## src/rtl/usb_bitstuff_tx.sv

```systemverilog
// USB transmit serializer with bit stuffing: bytes in over valid/ready, one bit per clock out, LSB first.
// Optional trailing stuff bit after the final data bit is enabled with `define USB_BITSTUFF_TAIL_EN.
module usb_bitstuff_tx #(
  parameter int STUFF_LEN = 6,
  parameter int DATA_W    = 8
) (
  input  logic              clk_i,
  input  logic              resetn_i,
  input  logic [DATA_W-1:0] data_i,
  input  logic              last_i,
  input  logic              valid_i,
  output logic              ready_o,
  output logic              bit_o,
  output logic              bit_valid_o,
  output logic              stuffed_o,
  output logic              underrun_o
);

  localparam int IDX_W = (DATA_W > 1) ? $clog2(DATA_W) : 1;

  typedef enum logic [1:0] {S_IDLE, S_DATA, S_STUFF} state_t;

  state_t            state_q, state_d;
  logic [DATA_W-1:0] shreg_q, shreg_d;
  logic [IDX_W-1:0]  idx_q, idx_d;
  logic [2:0]        ones_q, ones_d;
  logic              last_q, last_d;
  logic              end_stuff_q, end_stuff_d;
  logic              bit_d, bit_valid_d, stuffed_d, underrun_d;
  logic              cur_bit, at_end, trig, byte_done, do_load, tail_en;

`ifdef USB_BITSTUFF_TAIL_EN
  assign tail_en = 1'b1;
`else
  assign tail_en = 1'b0;
`endif

  assign cur_bit = shreg_q[idx_q];
  assign at_end  = (idx_q == IDX_W'(DATA_W - 1));
  assign trig    = (state_q == S_DATA) && cur_bit && (ones_q == 3'(STUFF_LEN - 1));

  // A stuff pending on the final bit holds ready_o off until the stuff cycle itself.
  assign ready_o = (state_q == S_IDLE) ||
                   ((state_q == S_DATA) && at_end && !trig && !last_q) ||
                   ((state_q == S_STUFF) && end_stuff_q && !last_q);

  always_comb begin
    state_d     = state_q;
    shreg_d     = shreg_q;
    idx_d       = idx_q;
    ones_d      = ones_q;
    last_d      = last_q;
    end_stuff_d = end_stuff_q;
    underrun_d  = 1'b0;
    byte_done   = 1'b0;
    do_load     = 1'b0;

    case (state_q)
      S_IDLE: begin
        ones_d  = '0;
        do_load = valid_i;
      end
      S_DATA: begin
        ones_d = cur_bit ? ones_q + 3'd1 : '0;
        if (trig) begin
          ones_d = '0;
          if (at_end && last_q && !tail_en) begin
            state_d = S_IDLE;
          end else begin
            state_d     = S_STUFF;
            end_stuff_d = at_end;
          end
        end else if (!at_end) begin
          idx_d = idx_q + IDX_W'(1);
        end else begin
          byte_done = 1'b1;
        end
      end
      S_STUFF: begin
        ones_d = '0;
        if (end_stuff_q) begin
          byte_done = 1'b1;
        end else begin
          state_d = S_DATA;
          idx_d   = idx_q + IDX_W'(1);
        end
      end
      default: state_d = S_IDLE;
    endcase

    if (byte_done) begin
      if (last_q) begin
        state_d = S_IDLE;
      end else if (valid_i) begin
        do_load = 1'b1;
      end else begin
        underrun_d = 1'b1;
        state_d    = S_IDLE;
      end
    end

    if (do_load) begin
      state_d     = S_DATA;
      shreg_d     = data_i;
      last_d      = last_i;
      idx_d       = '0;
      end_stuff_d = 1'b0;
    end

    if (state_d == S_IDLE) ones_d = '0;

    // Outputs are registered: compute what the next cycle will present.
    bit_valid_d = (state_d != S_IDLE);
    stuffed_d   = (state_d == S_STUFF);
    bit_d       = (state_d == S_DATA) ? shreg_d[idx_d] : (state_d != S_STUFF);
  end

  always_ff @(posedge clk_i) begin
    if (!resetn_i) begin
      state_q     <= S_IDLE;
      shreg_q     <= '0;
      idx_q       <= '0;
      ones_q      <= '0;
      last_q      <= 1'b0;
      end_stuff_q <= 1'b0;
      bit_o       <= 1'b1;
      bit_valid_o <= 1'b0;
      stuffed_o   <= 1'b0;
      underrun_o  <= 1'b0;
    end else begin
      state_q     <= state_d;
      shreg_q     <= shreg_d;
      idx_q       <= idx_d;
      ones_q      <= ones_d;
      last_q      <= last_d;
      end_stuff_q <= end_stuff_d;
      bit_o       <= bit_d;
      bit_valid_o <= bit_valid_d;
      stuffed_o   <= stuffed_d;
      underrun_o  <= underrun_d;
    end
  end

endmodule

```

## config.mk

```make
export PLATFORM = sky130hd
export DESIGN_NAME = usb_bitstuff_tx
export DESIGN_NICKNAME = d
export VERILOG_FILES = /design/src/rtl/usb_bitstuff_tx.sv
export SDC_FILE = /design/constraint.sdc
export NUM_CORES = 1
export LEC_CHECK = 0
export ABC_AREA = 1
export ABC_CLOCK_PERIOD_IN_PS = 2600
export BUFFER_PORTS_ARGS = -buffer_cell sky130_fd_sc_hd__clkbuf_2
export CAP_MARGIN = 20
export CORE_ASPECT_RATIO = 0.7
export CORE_MARGIN = 1
export CORE_UTILIZATION = 40
export DETAILED_ROUTE_END_ITERATION = 10
export SLEW_MARGIN = 20
export SYNTH_ARGS = -nofsm -noshare
export SYNTH_HDL_FRONTEND = slang
export SYNTH_SLANG_ARGS = --single-unit
```

## constraint.sdc

```tcl
create_clock -name clk_i -period 2.6 [get_ports clk_i]
set_input_delay 0.13 -clock clk_i [delete_from_list [all_inputs] [get_ports clk_i]]
set_output_delay 0.13 -clock clk_i [all_outputs]
set_load 0.05 [all_outputs]
```

==> metrics.txt, run 1 <==
Die Y 51.94 um; Worst Setup SP idx_q[1]; critical path arrival 2.48 ns; Max Buffers Root-to-Sink 2; diodes inserted 0; Total GRT Usage 18.50%; actual slew at the worst max-slew pin 0.5100 ns; CP endpoint bit_o; clk_lat worst skew 0.27 ns; H-tree depth 1; Seq cells post-synth 22; clk slew on worst S/H paths 0.08 ns; CTS tree done; dpl cell area 1556 sq um; dpl ws 0.2014 ns; Total Die Area 3809 sq um; Via Count 1,343; Port Buffers 16; sequential area share after synthesis 30.90%; Ports 17; 1st-iter DRT viols 88; mean post-synth cell area 6.659 sq um; Post CTS Setup Buffer Count 0; Multi-input gate area 824.5 sq um; Overflow after GRT 0; flop2flop setup slack 0.30 ns; max-slew violation count 0; Crit Path Class reg -> reg; PD cells 539.5 nW/um^2; placed instance count 276; Critical Path RT 2.78 ns; routed wire length 3120 um; maxcap violations 0; RR Startpoint idx_q[1]; CTS root buffer clkbuf_8; setup ws final 0.2990 ns; CTS Buf Count 3; Final TNS setup 0 ns; YS warnings 0; final cell count without fillers 280; final design area excluding fillers 1638 sq um; final worst path period share 88.50%; post-route DRC violation count 0; status finished clean; final number of setup-violating endpoints 0; Die W 73.34 um; syn_nets 236; hold_ws 0.06228 ns; worst ir drop on vdd 0.0003035 V; HP Class in -> reg; Fin Clk Skew 0.002862 ns; final design utilization 50.00%; Worst setup SP type flop; Routed Antenna Nets 0; share of layout cells above drive strength 1 15.02%; CORE AREA 3276 sq um; CP endpoint kind flop; fmax 434.6 MHz; vias in the first global route 1,136; Leak 0.8719 nW; antenna violations before repair 0; Fillers 360; largest net degree at the start of global routing 17; DP HPWL 2337 um; Synth Cell Area 1425 sq um; relative slew slack 65.96%; number of clock sinks 22; cells after synthesis 214; drt via density 4.796; Wirelength per Cell 11.14 um; final total power 0.8835 mW; CP max FO 16; first-pass GRT wire length 5257 um; gpl congestion 0.9368; Tmin final 2.301 ns; FF+latch area 441.7 sq um; Detailed Routing Iterations Pass 1 4; commonest non-fill, non-tap cell in the layout nand2_1; reg-to-reg endpoint bit_o; P&R area growth vs syn 14.93%; Reg2Reg Depth 17; most frequent cells in the layout nand2_1 (57), inv_1 (40), nor2_1 (23), dfxtp_1 (21), nand3_1 (19); FP Rows 17; Final Net Count 256; post-synth cell types 25; Initial Utilization 43.51%; Final Hold Violating Endpoints 0; RSZ-0062 raised after global routing false
-- how the worst min path moves through the flow --
stage / from / to / slack [ns] / depth (start not counted)
2_1_floorplan: valid_i / underrun_o / 0.21 / 1
3_3_place_gp: valid_i / underrun_o / 0.35 / 2
3_5_place_dp: valid_i / underrun_o / 0.35 / 2
4_1_cts: valid_i / underrun_o / 0.06 / 2
5_1_grt: valid_i / underrun_o / 0.07 / 2
6_report: valid_i / underrun_o / 0.06 / 2
-- cells by family after synthesis --
family,count (synthesis),synth area share [%]
AOI/OAI and AO/OA,20,8.692
adders and majority gates,10,8.780
DFF,22,30.90
and+or+nand+nor,117,38.54
buffers and inverters,43,11.85
xor gates and xnor gates,2,1.229
-- final cells by class --
class | instances | area share (%)
Tap cell | 47 | 3.591
Clock inverter | 1 | 1.833
Inverter | 41 | 9.397
Clock buffer | 3 | 2.521
Multi-Input combinational cell | 149 | 50.34
Timing Repair Buffer | 17 | 5.348
Sequential cell | 22 | 26.97
-- Yosys cell counts --
| cell type | number | area [sq um] |
|---|---|---|
| nand3_1 | 19 | 95.09 |
| nor4_1 | 1 | 6.260 |
| dfxtp_1 | 22 | 440.4 |
| xor2_1 | 2 | 17.52 |
| inv_2 | 1 | 3.750 |
| o211ai_1 | 4 | 30.03 |
| nand2_1 | 57 | 214.0 |
| nand2_2 | 4 | 25.02 |
| nor2_1 | 23 | 86.33 |
| o21ai_0 | 7 | 35.03 |
| buf_6 | 1 | 11.26 |
| nor2_2 | 1 | 6.260 |
| a221oi_1 | 2 | 17.52 |
| nand4_1 | 3 | 18.77 |
| nand3_2 | 2 | 20.02 |
| nand2_4 | 1 | 11.26 |
| o21ai_2 | 1 | 8.760 |
| clkbuf_1 | 1 | 3.750 |
| ha_1 | 10 | 125.1 |
| a21oi_1 | 5 | 25.02 |
| inv_1 | 40 | 150.1 |
| o21bai_1 | 1 | 7.510 |
| nor3_1 | 3 | 15.01 |
| nor3_4 | 1 | 16.27 |
| nand3_4 | 2 | 35.03 |
-- registers in the layout, summed over array words and instances, names as in the netlist --
register and count:
shreg_q 8, idx_q 3, ones_q 3, state_q 2
bit_o 1, bit_valid_o 1, end_stuff_q 1, last_q 1
stuffed_o 1, underrun_o 1
-- report_power, final --
group,total [mW],leakage [nW],internal (mW),switching [mW]
Sequential,0.369,0.181,0.356,0.0122
Combinational,0.187,0.655,0.0613,0.126
Clock,0.328,0.0357,0.206,0.122
Total,0.884,0.872,0.624,0.260
-- routing by layer --
metal	track usage [%]	up-vias	wire length [um]	part of all wire, %
met3	4.651	4	188	6.0
met1	29.23	595	1702	55
met4	3.846	0	27	0.87
met2	24.38	34	1201	38
li1	-	710	-	-
met5	0	-	0	0
-- what timing repair did --
action / 4_1_cts / 5_1_grt
endpoints found under the hold margin: 0 / 0
setup endpoints to repair: 0 / 1
gates resized for setup: 0 / 2
hold buffers: 0 / 0
-- critical path, stage by stage, from the launching register on --
cell and delay (ns):
dfxtp_1 0.42, ha_1 0.20, ha_1 0.26, nand2_1 0.08
inv_1 0.07, nand2_2 0.05, nand2_2 0.08, nand3_4 0.15
nand2_8 0.18, inv_1 0.09, nand3_1 0.15, inv_1 0.08
nand3_1 0.08, nand2_1 0.06, nand2_1 0.06, nand3_1 0.08
nand2_1 0.07, inv_1 0.04
Note: power is estimated with default switching activity, not from simulation.
==> run 2, diff against run 1 <==
--- a/config.mk
+++ b/config.mk
@@ -7,12 +7,13 @@
 export LEC_CHECK = 0
 export ABC_AREA = 1
 export ABC_CLOCK_PERIOD_IN_PS = 2600
-export BUFFER_PORTS_ARGS = -buffer_cell sky130_fd_sc_hd__clkbuf_2
 export CAP_MARGIN = 20
 export CORE_ASPECT_RATIO = 0.7
 export CORE_MARGIN = 1
 export CORE_UTILIZATION = 40
+export CTS_CLUSTER_SIZE = 8
 export DETAILED_ROUTE_END_ITERATION = 10
+export DONT_BUFFER_PORTS = 1
 export SLEW_MARGIN = 20
 export SYNTH_ARGS = -nofsm -noshare
 export SYNTH_HDL_FRONTEND = slang
==> run 2 against run 1 <==
  * Clock skew increased by 0.0017 ns
  * Fmax fell by 1.1%
  * Register-to-register slack got worse by 0.02 ns
  * Die area stayed put
  * Flip-flop and latch count stayed put
  * Via count shrank 3.6%
==> metrics.txt, run 2 (synthesis gave the netlist of run 1 again) <==
status finished clean; CP Buf/Inv Count 4; FF+latch area 441.7 sq um; final total power 0.8736 mW; commonest non-fill, non-tap cell in the layout nand2_1; Post CTS Setup Buffer Count 0; setup ws final 0.2742 ns; Total GRT Usage 19.48%; CTS tree done; Clk pwr share 37.3%; Die Y 51.94 um; CP max stage cell dfxtp_1; Final Hold Violating Endpoints 0; routed wire length 3144 um; switching pwr 0.2550 mW; Via Count 1,295; largest net degree at the start of global routing 17; Leak 0.8246 nW; worst ir drop on vdd 0.0003807 V; Final TNS setup 0 ns; Detailed Routing Iterations Pass 1 4; dpl ws 0.1943 ns; RSZ-0062 raised after global routing false; CP top delay family simple AND/OR/NAND/NOR gates; final cell count without fillers 268; P&R area growth vs syn 11.94%; crit path cell chain ha_1 -> ha_1 -> nand2_1 -> inv_1 -> nand2_2 -> nand2_2 -> nand3_4 -> nand2_8 -> inv_1 -> nand3_1 -> inv_1 -> nand3_1 -> nand2_1 -> nand2_1 -> nand3_1 -> nand2_1 -> inv_1; PD cells 547.6 nW/um^2; Gate power share 19.1%; Pint 0.6186 mW; clk slew on worst S/H paths 0.09 ns; CTS root buffer clkbuf_8; Max Buffers Root-to-Sink 2; clk_lat worst skew 0.27 ns; H-tree depth 1; placed instance count 261; Crit Path Class reg -> reg; maxcap violations 0; CORE AREA 3276 sq um; antenna violations before repair 0; diodes inserted 0; relative slew slack 64.88%; actual slew at the worst max-slew pin 0.5263 ns; Overflow after GRT 0; biggest registers after layout shreg_q x8, idx_q x3, ones_q x3; Worst setup SP type flop; Wirelength per Cell 11.73 um; Fillers 358; FP Rows 17; Critical Path RT 2.77 ns; max-slew violation count 0; Tmin final 2.326 ns; final design utilization 48.70%; drt via density 4.832; number of clock sinks 22; switching share of total power 29.19%; Multi-input gate area 824.5 sq um; first-pass GRT wire length 5658 um; DP HPWL 2362 um; Reg power frac 43.6%; CTS Buf Count 3; most frequent cells in the layout nand2_1 (57), inv_1 (40), nor2_1 (23), dfxtp_1 (21), nand3_1 (19); share of layout cells above drive strength 1 9.050%; Routed Antenna Nets 0; Ports 17; Die W 73.34 um; flop2flop setup slack 0.27 ns; Total Die Area 3809 sq um; HP Class in -> reg; Initial Utilization 43.51%; fmax 430.0 MHz; final number of setup-violating endpoints 0; Final Net Count 244; post-route DRC violation count 0; CP endpoint kind flop; Largest stage delay, worst path 0.44 ns; gpl congestion 0.8754; Fin Clk Skew 0.004555 ns; Port Buffers 0; CP max FO 16; critical path arrival 2.50 ns; Biggest register shreg_q; vias in the first global route 1,195; 1st-iter DRT viols 124; max FFs per register 8; final worst path period share 89.45%
run 2: cell count changes in the layout (fill, tap and decap cells not counted), sizes merged:
cell	change
buf	+1
clkbuf	-16
dlygate4sd3	+3
run 2: worst reg2reg max path: cells and delay by family, from the launching register on:
family,cells,cell delay (ns)
and+or+nand+nor,11,1.05
adders and majority gates,2,0.49
buffers and inverters,4,0.27
DFF,1,0.44
run 2: timing repair:
action,4_1_cts,5_1_grt
resized for setup,0,2
setup endpoints to repair,0,1
hold endpoints to repair,2,0
hold buffers,3,0
run 2: path summary, 6_finish.rpt:
check / from / endpoint / cells after the start
worst min register to register: end_stuff_q / end_stuff_q / 2
worst max-delay path: idx_q[1] / bit_o / 17
worst max register to register: idx_q[1] / bit_o / 17
worst min-delay path: resetn_i / state_q[0] / 2
run 2: per-stage QoR:
step           area [sq um]  hold WS, ns
6_report               1595      0.02122
2_1_floorplan          1425       0.2059
4_1_cts                1585      0.01088
3_5_place_dp           1484       0.2085
3_3_place_gp           1484       0.2118
5_1_grt                1595      0.05459
run 2: cell type report:
| cell class | instances | area share [%] |
|---|---|---|
| clock buffers | 3 | 2.588 |
| repair buffers | 5 | 2.824 |
| multi-input cells | 149 | 51.69 |
| well taps | 47 | 3.686 |
| flip-flops and latches | 22 | 27.69 |
| clock inverters | 1 | 1.882 |
| inverters | 41 | 9.647 |
run 2: per-layer routing:
layer	routed length, um	global-route usage, %	vias to the layer above
li1	-	-	688
met1	1709	30.49	581
met4	12	1.923	0
met5	0	0	-
met2	1270	26.85	24
met3	151	5.233	2
run 2: power by group through the flow:
stage,registers (mW),clock network [mW],logic [mW]
after floorplan,0.385,0,0.130
after global placement,0.388,0,0.164
after detailed placement,0.388,0,0.161
after CTS,0.381,0.333,0.165
after global routing,0.384,0.345,0.195
final,0.381,0.326,0.167
